--- src/rtl/rtype_pkg.sv ---
// Shared encodings, state type and helpers for the R-type issue path.
// Everything here is a constant or a pure function.
package rtype_pkg;

    localparam logic [5:0] OPCODE_R    = 6'b000000;

    localparam logic [5:0] FUNCT_SLL   = 6'd0;
    localparam logic [5:0] FUNCT_SRL   = 6'd2;
    localparam logic [5:0] FUNCT_SRA   = 6'd3;
    localparam logic [5:0] FUNCT_ADD   = 6'd32;
    localparam logic [5:0] FUNCT_ADDU  = 6'd33;
    localparam logic [5:0] FUNCT_SUB   = 6'd34;
    localparam logic [5:0] FUNCT_AND   = 6'd36;
    localparam logic [5:0] FUNCT_OR    = 6'd37;
    localparam logic [5:0] FUNCT_SLTU  = 6'd43;

    typedef enum logic [1:0] {
        IDLE  = 2'd0,
        ISSUE = 2'd1,
        WAIT  = 2'd2,
        DONE  = 2'd3
    } issue_state_t;

    function automatic logic [31:0] encode_rtype(
        input logic [4:0] rs,
        input logic [4:0] rt,
        input logic [4:0] rd,
        input logic [4:0] shamt,
        input logic [5:0] funct
    );
        return {OPCODE_R, rs, rt, rd, shamt, funct};
    endfunction

    function automatic logic is_legal_funct(input logic [5:0] funct);
        logic legal;
        case (funct)
            FUNCT_SLL, FUNCT_SRL, FUNCT_SRA,
            FUNCT_ADD, FUNCT_ADDU, FUNCT_SUB,
            FUNCT_AND, FUNCT_OR, FUNCT_SLTU: legal = 1'b1;
            default:                         legal = 1'b0;
        endcase
        return legal;
    endfunction

endpackage

--- src/rtl/rtype_fifo.sv ---
// Word FIFO holding encoded instructions plus their rd field.
// Push is ignored when full, pop is ignored when empty.
module rtype_fifo #(
    parameter int DEPTH = 4
) (
    input  logic        clk,
    input  logic        rst,
    input  logic        push,
    input  logic [31:0] push_word,
    input  logic [4:0]  push_rd,
    input  logic        pop,
    output logic [31:0] pop_word,
    output logic [4:0]  pop_rd,
    output logic        full,
    output logic        empty
);

    localparam int AW = (DEPTH > 1) ? $clog2(DEPTH) : 1;

    logic [31:0]   word_mem [DEPTH];
    logic [4:0]    rd_mem   [DEPTH];
    logic [AW-1:0] wr_ptr_q, wr_ptr_d;
    logic [AW-1:0] rd_ptr_q, rd_ptr_d;
    logic [AW:0]   count_q, count_d;
    logic          do_push, do_pop;

    assign full     = (count_q == (AW+1)'(DEPTH));
    assign empty    = (count_q == '0);
    assign pop_word = word_mem[rd_ptr_q];
    assign pop_rd   = rd_mem[rd_ptr_q];

    // Power-of-two depth lets the pointers wrap by natural overflow.
    always_comb begin
        do_push  = push && !full;
        do_pop   = pop && !empty;
        wr_ptr_d = wr_ptr_q;
        rd_ptr_d = rd_ptr_q;
        count_d  = count_q;
        if (do_push) begin
            wr_ptr_d = wr_ptr_q + 1'b1;
        end
        if (do_pop) begin
            rd_ptr_d = rd_ptr_q + 1'b1;
        end
        if (do_push && !do_pop) begin
            count_d = count_q + 1'b1;
        end else if (do_pop && !do_push) begin
            count_d = count_q - 1'b1;
        end
    end

    always_ff @(posedge clk) begin
        if (rst) begin
            wr_ptr_q <= '0;
            rd_ptr_q <= '0;
            count_q  <= '0;
        end else begin
            wr_ptr_q <= wr_ptr_d;
            rd_ptr_q <= rd_ptr_d;
            count_q  <= count_d;
        end
    end

    always_ff @(posedge clk) begin
        if (do_push) begin
            word_mem[wr_ptr_q] <= push_word;
            rd_mem[wr_ptr_q]   <= push_rd;
        end
    end

endmodule

--- src/rtl/rtype_issue_unit.sv ---
// Encodes R-type requests, queues them, issues one at a time to the core
// and returns the core result tagged with rd after EXEC_LAT cycles.
//
//   state | meaning
//   IDLE  | nothing in flight, waiting for a queued word
//   ISSUE | pop head, drive instr_out, load wait counter
//   WAIT  | count down EXEC_LAT, capture result at zero
//   DONE  | present res_valid, then issue next or idle
module rtype_issue_unit
    import rtype_pkg::*;
#(
    parameter int DEPTH    = 4,
    parameter int EXEC_LAT = 1
) (
    input  logic        clk,
    input  logic        rst,
    input  logic        in_valid,
    output logic        in_ready,
    input  logic [4:0]  in_rs,
    input  logic [4:0]  in_rt,
    input  logic [4:0]  in_rd,
    input  logic [4:0]  in_shamt,
    input  logic [5:0]  in_funct,
    output logic [31:0] instr_out,
    output logic        instr_valid,
    input  logic [31:0] core_result,
    output logic        res_valid,
    output logic [31:0] res_data,
    output logic [4:0]  res_rd,
    output logic        err_illegal,
    output logic [15:0] issue_count
);

    issue_state_t state_q, state_d;
    logic [31:0]  instr_out_q, instr_out_d;
    logic         instr_valid_q, instr_valid_d;
    logic         res_valid_q, res_valid_d;
    logic [31:0]  res_data_q, res_data_d;
    logic [4:0]   res_rd_q, res_rd_d;
    logic         err_illegal_q, err_illegal_d;
    logic [15:0]  issue_count_q, issue_count_d;
    logic [3:0]   wait_cnt_q, wait_cnt_d;
    logic [4:0]   flight_rd_q, flight_rd_d;

    logic         fifo_full, fifo_empty, fifo_push, fifo_pop;
    logic [31:0]  fifo_word;
    logic [4:0]   fifo_rd;
    logic         accept, funct_ok;

    assign in_ready = !fifo_full && !rst;
    assign accept   = in_valid && in_ready;
    assign funct_ok = is_legal_funct(in_funct);
    assign fifo_push = accept && funct_ok;

    rtype_fifo #(.DEPTH(DEPTH)) u_fifo (
        .clk       (clk),
        .rst       (rst),
        .push      (fifo_push),
        .push_word (encode_rtype(in_rs, in_rt, in_rd, in_shamt, in_funct)),
        .push_rd   (in_rd),
        .pop       (fifo_pop),
        .pop_word  (fifo_word),
        .pop_rd    (fifo_rd),
        .full      (fifo_full),
        .empty     (fifo_empty)
    );

    always_comb begin
        state_d       = state_q;
        instr_out_d   = instr_out_q;
        instr_valid_d = 1'b0;
        res_valid_d   = 1'b0;
        res_data_d    = res_data_q;
        res_rd_d      = res_rd_q;
        issue_count_d = issue_count_q;
        wait_cnt_d    = wait_cnt_q;
        flight_rd_d   = flight_rd_q;
        fifo_pop      = 1'b0;
        err_illegal_d = accept && !funct_ok;

        case (state_q)
            IDLE: begin
                if (!fifo_empty) begin
                    state_d = ISSUE;
                end
            end
            ISSUE: begin
                fifo_pop      = 1'b1;
                instr_out_d   = fifo_word;
                instr_valid_d = 1'b1;
                flight_rd_d   = fifo_rd;
                wait_cnt_d    = 4'(EXEC_LAT);
                issue_count_d = issue_count_q + 16'd1;
                state_d       = WAIT;
            end
            WAIT: begin
                if (wait_cnt_q == 4'd0) begin
                    res_data_d = core_result;
                    res_rd_d   = flight_rd_q;
                    state_d    = DONE;
                end else begin
                    wait_cnt_d = wait_cnt_q - 4'd1;
                end
            end
            DONE: begin
                res_valid_d = 1'b1;
                state_d     = fifo_empty ? IDLE : ISSUE;
            end
            default: state_d = IDLE;
        endcase
    end

    always_ff @(posedge clk) begin
        if (rst) begin
            state_q       <= IDLE;
            instr_out_q   <= '0;
            instr_valid_q <= 1'b0;
            res_valid_q   <= 1'b0;
            res_data_q    <= '0;
            res_rd_q      <= '0;
            err_illegal_q <= 1'b0;
            issue_count_q <= '0;
            wait_cnt_q    <= '0;
            flight_rd_q   <= '0;
        end else begin
            state_q       <= state_d;
            instr_out_q   <= instr_out_d;
            instr_valid_q <= instr_valid_d;
            res_valid_q   <= res_valid_d;
            res_data_q    <= res_data_d;
            res_rd_q      <= res_rd_d;
            err_illegal_q <= err_illegal_d;
            issue_count_q <= issue_count_d;
            wait_cnt_q    <= wait_cnt_d;
            flight_rd_q   <= flight_rd_d;
        end
    end

    assign instr_out   = instr_out_q;
    assign instr_valid = instr_valid_q;
    assign res_valid   = res_valid_q;
    assign res_data    = res_data_q;
    assign res_rd      = res_rd_q;
    assign err_illegal = err_illegal_q;
    assign issue_count = issue_count_q;

endmodule

--- config.mk ---
export PLATFORM = sky130hd
export DESIGN_NAME = rtype_issue_unit
export DESIGN_NICKNAME = d
export VERILOG_FILES = /design/src/rtl/rtype_pkg.sv /design/src/rtl/rtype_fifo.sv /design/src/rtl/rtype_issue_unit.sv
export SDC_FILE = /design/constraint.sdc
export NUM_CORES = 1
export LEC_CHECK = 0
export BUFFER_PORTS_ARGS = -buffer_cell sky130_fd_sc_hd__buf_2
export CORE_MARGIN = 5
export CORE_UTILIZATION = 59
export DETAILED_ROUTE_END_ITERATION = 12
export PLACE_DENSITY = 0.92
export SYNTH_ARGS = -nofsm -noshare
export SYNTH_HDL_FRONTEND = slang
export SYNTH_SLANG_ARGS = --single-unit
--- constraint.sdc ---
create_clock -name clk -period 4.4 [get_ports clk]
set_clock_uncertainty 0.05 [all_clocks]
set_input_delay 0.44 -clock clk [delete_from_list [all_inputs] [get_ports clk]]
set_output_delay 0.44 -clock clk [all_outputs]
set_load 0.01 [all_outputs]
After elaboration in Yosys (flattened, before gate mapping)
Memories as Yosys holds them, arrays and structs flattened. A register that Yosys moved wholly into a read port is not among the register bits. Index checks and enable logic that the tools add are counted. Widths: inputs -> output; s select.

Register bits: 101. Bits in latches: 0. Memory bits (writable): 124. ROM bits: 0. Bits of input ports: 61. Logic and storage cells: 72. Memories: 2.

Add/subtract/negate cells: 6. Multipliers: 0. Divide/modulo/power cells: 0. Order comparisons: 0. Eq/ne operators: 15. Shifts and indexed selects: 0. Muxes and demuxes: 13. Bitwise logic cells: 0. Reduce and logical (&&, ||, !) cells: 24.

Memories: u_fifo.word_mem (depth 4, width 26, rd ports 1, clocked after Yosys merged registers in 1, wr ports 1, line rtype_fifo.sv:20) `logic [31:0] word_mem [DEPTH];`; u_fifo.rd_mem (depth 4, width 5, rd ports 1, clocked after Yosys merged registers in 1, wr ports 1, line rtype_fifo.sv:21) `logic [4:0] rd_mem [DEPTH];`.

Operator list (number): $eq 6x6->1 const B (6); $add 16x1->16 const B (1); $eq 6x2->1 const B (2); $reduce_or 9->1 (1); $logic_and 1x1->1 (8); $pmux 2 s4 (1); $pmux 4 s2 (1); $logic_not 1->1 (6); $logic_not 6->1 (1); $mux 1 (6); $mux 3 (2); $ne 2x2->1 const B (3); $reduce_and 2->1 (3); $add 2x1->2 const B (2); $eq 2x2->1 const B (2); $logic_not 4->1 (1); $mux 2 (2); $mux 4 (1); $reduce_bool 2->1 (2); $sub 4x1->4 const B (1); $add 3x1->3 const B (1); $eq 3x3->1 const B (1); $logic_not 3->1 (1); $sub 3x1->3 const B (1); other kinds (2) (2).

Longest topological paths before layout
Word-level depth: 10. Mapped depth: 11. Depth with buffers taken out: 10.

By module
A second synthesis with hierarchy kept.

Cell total of the unflattened synthesis: 657. Area, all modules: 9769.4 µm².

Modules (own cells, without submodules): rtype_fifo (instances 1, cells an instance 241, area an instance 5844.4 µm²); rtype_issue_unit (instances 1, cells an instance 416, area an instance 3925.0 µm²).

Worst setup path after synthesis
OpenSTA, ideal clock, no wires.

Path kind: input-to-reg. Start point: input rst. End point: register u_fifo.count_q[2]. Data arrival time: 2.580 ns. Required time: 4.280 ns. Path slack: 1.700 ns. Stages: 11. Cells stage by stage: clkbuf_1 > nand2b_1 > or2_2 > a211o_1 > inv_1 > ha_1 > inv_1 > fa_1 > xor2_1 > or3_1 > a21oi_1.

Word-level cells in the longest chain between the ends: 8. Elaborated cells between the ends (all ways): 10. Classes of those cells: mux: 1; reduce/logical: 9.

Ends and longest elaborated chain: start: declaration (line rtype_issue_unit.sv:16) `input logic rst,`; $logic_not 1->1 (*) (line rtype_issue_unit.sv:50) `assign in_ready = !fifo_full && !rst;`; $logic_and 1x1->1 (*) (line rtype_issue_unit.sv:50); $logic_and 1x1->1 (*) (line rtype_issue_unit.sv:51) `assign accept = in_valid && in_ready;`; $logic_and 1x1->1 (*) (line rtype_issue_unit.sv:53) `assign fifo_push = accept && funct_ok;`; $logic_and 1x1->1 (*) (line rtype_fifo.sv:34) `do_push = push && !full;`; via u_fifo.do_push (line rtype_fifo.sv:25) `logic do_push, do_pop;`; $logic_not 1->1 (line rtype_fifo.sv:47) `end else if (do_pop && !do_push) begin`; $logic_and 1x1->1 (line rtype_fifo.sv:47); $reduce_bool 2->1 (no line); end signal: assignment (line rtype_fifo.sv:60) `count_q <= count_d;`; end: declaration (line rtype_fifo.sv:24) `logic [AW:0] count_q, count_d;`.

The timed path passes the listed nets; every way through them passes the cells marked *. A chain may end at the register's enable or synchronous reset.

Worst setup path after layout
Start point: register u_fifo.count_q[0]. End point: register u_fifo.count_q[2].

Word-level cells in the longest chain between the ends: 9. Elaborated cells between the ends (all ways): 18. Classes of those cells: add/sub: 2; eq/ne: 1; mux: 2; reduce/logical: 13.

Ends and longest elaborated chain: $eq 3x3->1 (*) (line rtype_fifo.sv:27) `assign full = (count_q == (AW+1)'(DEPTH));`; $logic_not 1->1 (*) (line rtype_fifo.sv:34, rtype_issue_unit.sv:50); $logic_and 1x1->1 (line rtype_issue_unit.sv:50); $logic_and 1x1->1 (line rtype_issue_unit.sv:51); $logic_and 1x1->1 (line rtype_issue_unit.sv:53); $logic_and 1x1->1 (*) (line rtype_fifo.sv:34); via u_fifo.do_push (line rtype_fifo.sv:25); $logic_not 1->1 (line rtype_fifo.sv:47); $logic_and 1x1->1 (line rtype_fifo.sv:47); $reduce_bool 2->1 (no line).

The timed path passes the listed nets; every way through them passes the cells marked *. The select of a mux whose other input is x is not followed.

==> results by group <==
Synth
  – Area contributors post-synth: edfxtp_1 (41%), dfxtp_1 (25%), mux4_2 (7.7%)
  – Post-synthesis cell area: 0.00760 mm^2
  – Largest area contributor in the synthesized netlist: edfxtp_1
  – Syn avg cell area: 13.1 um^2
  – Post-synth EDFFs: 104
  – Yosys top cell area share: 41.1%
  – Post-Syn Instances: 578
  – FF+latch count, synth: 199
  – Yosys warnings: 0
  – Post-synth ARST share: 0%
  – Post-synthesis sequential area ratio: 66.1%
  – Commonest cells post-synth: edfxtp_1 (104), dfxtp_1 (95), nand2_1 (84), nor2_1 (54), a21oi_1 (44)
  – Post-synth top flop: edfxtp_1
  – Yosys cell types: 42
  – Most frequent cell after synthesis: edfxtp_1

Cells and area
  – Share of layout cells above drive strength 1: 29.8%
  – Ant. Diodes: 0
  – NumNets Final: 791
  – Register area: 0.00503 mm^2
  – Fill cell count: 835
  – Area of the multi-input gates: 0.00239 mm^2
  – Area Growth Syn to Fin: 19.1%
  – Final std cells w/o fill: 903

Pwr
  – Total net switching power: 0.000917 W
  – PwrDens: 433 mW/mm^2
  – Sequential Power Share: 52.1%
  – Gate power share: 8.0%
  – Clock power share: 40.0%
  – Power Internal: 0.00300 W
  – Leak Pwr: 3.42 nW
  – Switching share of power: 23.4%
  – Worst VDD drop: 0.292 mV

STA
  – Relative slew slack: 33.5%
  – Final hold vios: 0
  – Slew Limit Fails: 0
  – Setup TNS after final layout: 0 ns
  – WHS: 0.177 ns
  – Setup violators final: 0
  – Fmax: 0.337 GHz
  – Period utilization: 67.5%
  – Least-Margin Pin Slew: 0.998 ns
  – RSZ-0062 raised after global routing: false
  – Post-layout minimum cycle time: 2.97 ns

Global route
  – Largest net degree at the start of global routing: 62
  – First-pass GRT wire length: 25,400 um
  – Vias in the first global route: 4,857
  – Initial antenna violation count: 0
  – Total global-route track usage: 22.2%
  – Grt total ovfl: 0

Worst hold path
  – HP Class: input port to register

Routing
  – DR WL/cell: 18.5 um
  – Routed Wire Length: 16,700 um
  – Post-DR vias/cell: 5.67
  – Vias: 5,123
  – DRC viols: 0
  – Initial DRC count: 424
  – Post-DRT Antenna Nets: 0
  – Pre-antenna DRT Iters: 6

Die
  – Ports: 150
  – DIE AREA: 0.0153 mm^2
  – Chip width: 123 um
  – Initial core utilization: 60.2%
  – Core footprint: 0.0126 mm^2
  – Number of cell rows: 41
  – Die H: 123 um

Setup path
  – Startpoint type of the worst setup path: register
  – Critical path type: register to register
  – Worst Path Required: 4.70 ns
  – Crit path max fanout: 5
  – Crit path DAT: 3.27 ns
  – Setup crit end kind: register

Run
  – Max Cap Viol: 0

CTS
  – CTS tree: done
  – CTS Hold Bufs: 0
  – Worst-path clk slew: 0.07 ns
  – TritonCTS Sinks: 199
  – Clk root buf: clkbuf_16
  – Clock Latency Late Sink: 0.42 ns
  – # Post-CTS Setup Buffers: 0
  – CTS resizes: 0
  – Clk buf depth: 2
  – Level count of the clock H-tree: 4
  – Num CTS Buffers: 17

Place
  – Detailed placement HPWL: 11,300 um
  – Dpl cells: 871
  – IO buf count: 143
  – Routability cong.: 0.791

Outcome
  – Status: complete, no violations
[worst max-delay path, cell delays in order (launching register included)]
cell	delay, ns
dfxtp_1	0.45
nor3b_1	0.14
or2_2	0.36
a211o_1	0.32
inv_1	0.14
ha_1	0.22
inv_1	0.09
fa_1	0.44
xor2_1	0.20
or3_1	0.33
a21oi_1	0.16
[per-stage QoR]
stage          util (%)  total power [W]  instance area [um^2]  setup slack (ns)
5_1_grt            71.7          0.00406                  9050              1.27
6_report           71.7          0.00392                  9050              1.43
4_1_cts            71.7          0.00394                  9050              1.42
3_3_place_gp       66.9          0.00236                  8450              1.48
3_5_place_dp       66.9          0.00239                  8450              1.17
2_1_floorplan         -          0.00226                  7620              1.70
[power groups by stage]
stage	clock, W	combinational (W)	sequential, W
after floorplan	0	0.000179	0.00208
after global placement	0	0.000286	0.00207
after detailed placement	0	0.000310	0.00208
after CTS	0.00159	0.000313	0.00204
after global routing	0.00167	0.000341	0.00204
final	0.00156	0.000313	0.00204
[per-layer routing]
layer | vias up | share of wire (%) | wire, um | GRT usage [%]
li1 | 2331 | - | - | -
met1 | 2501 | 39 | 6550 | 27.1
met2 | 256 | 51 | 8480 | 38.7
met3 | 35 | 7.9 | 1310 | 5.12
met4 | 0 | 2.0 | 341 | 7.89
met5 | - | 0 | 0 | 0
[layout by cell type (no fill, tap or decap), types with 4 or more instances in the layout]
cell type / instances
inv_1: 9
dfxtp_1: 94
xnor2_1: 5
clkbuf_16: 17
and3_1: 4
mux4_2: 26
nand2_1: 84
buf_2: 142
xor2_1: 10
inv_6: 4
and2_1: 5
nand4_1: 5
nor2_1: 53
mux2i_1: 30
nor2b_1: 5
o21ai_0: 7
or3_1: 5
conb_1: 6
edfxtp_1: 104
nand3_1: 10
ha_1: 10
a21oi_1: 44
buf_4: 9
[cell type report]
type                    instances  share of cell area, %
clock inverters                14                   1.78
repair buffers                151                   8.60
flip-flops and latches        199                   55.5
inverters                       9                  0.373
multi-input cells             340                   26.5
well taps                     172                   2.38
clock buffers                  18                   4.85
[registers in the layout, summed over array words and instances, names as in the netlist]
name	flops
u_fifo.word_mem	88
res_data	32
instr_out	22
issue_count	16
u_fifo.rd_mem	16
res_rd	5
flight_rd_q	4
wait_cnt_q	4
u_fifo.count_q	3
state_q	2
u_fifo.rd_ptr_q	2
u_fifo.wr_ptr_q	2
err_illegal	1
instr_valid	1
res_valid	1
[final timing paths]
check               startpoint               endpoint  slack [ns]  cells after the start
max          u_fifo.count_q[0]      u_fifo.count_q[2]        1.43                     10
min                in_shamt[2]  u_fifo.word_mem[0][8]        0.18                      1
max reg2reg  u_fifo.count_q[0]      u_fifo.count_q[2]        1.43                     10
min reg2reg       res_data[29]           res_data[29]        0.40                      2
[cells by family after synthesis]
family	count (synthesis)	share of synthesized area [%]
other	1	0.0493
AND/OR/NAND/NOR	189	11.1
multiplexers	59	12.1
buffers and inverters	44	2.68
adder cells (fa/ha/maj)	12	2.07
flip-flops	199	66.1
AO/OA/AOI/OAI	59	4.18
XOR/XNOR	15	1.73
Note: power is estimated with default switching activity, not from simulation.
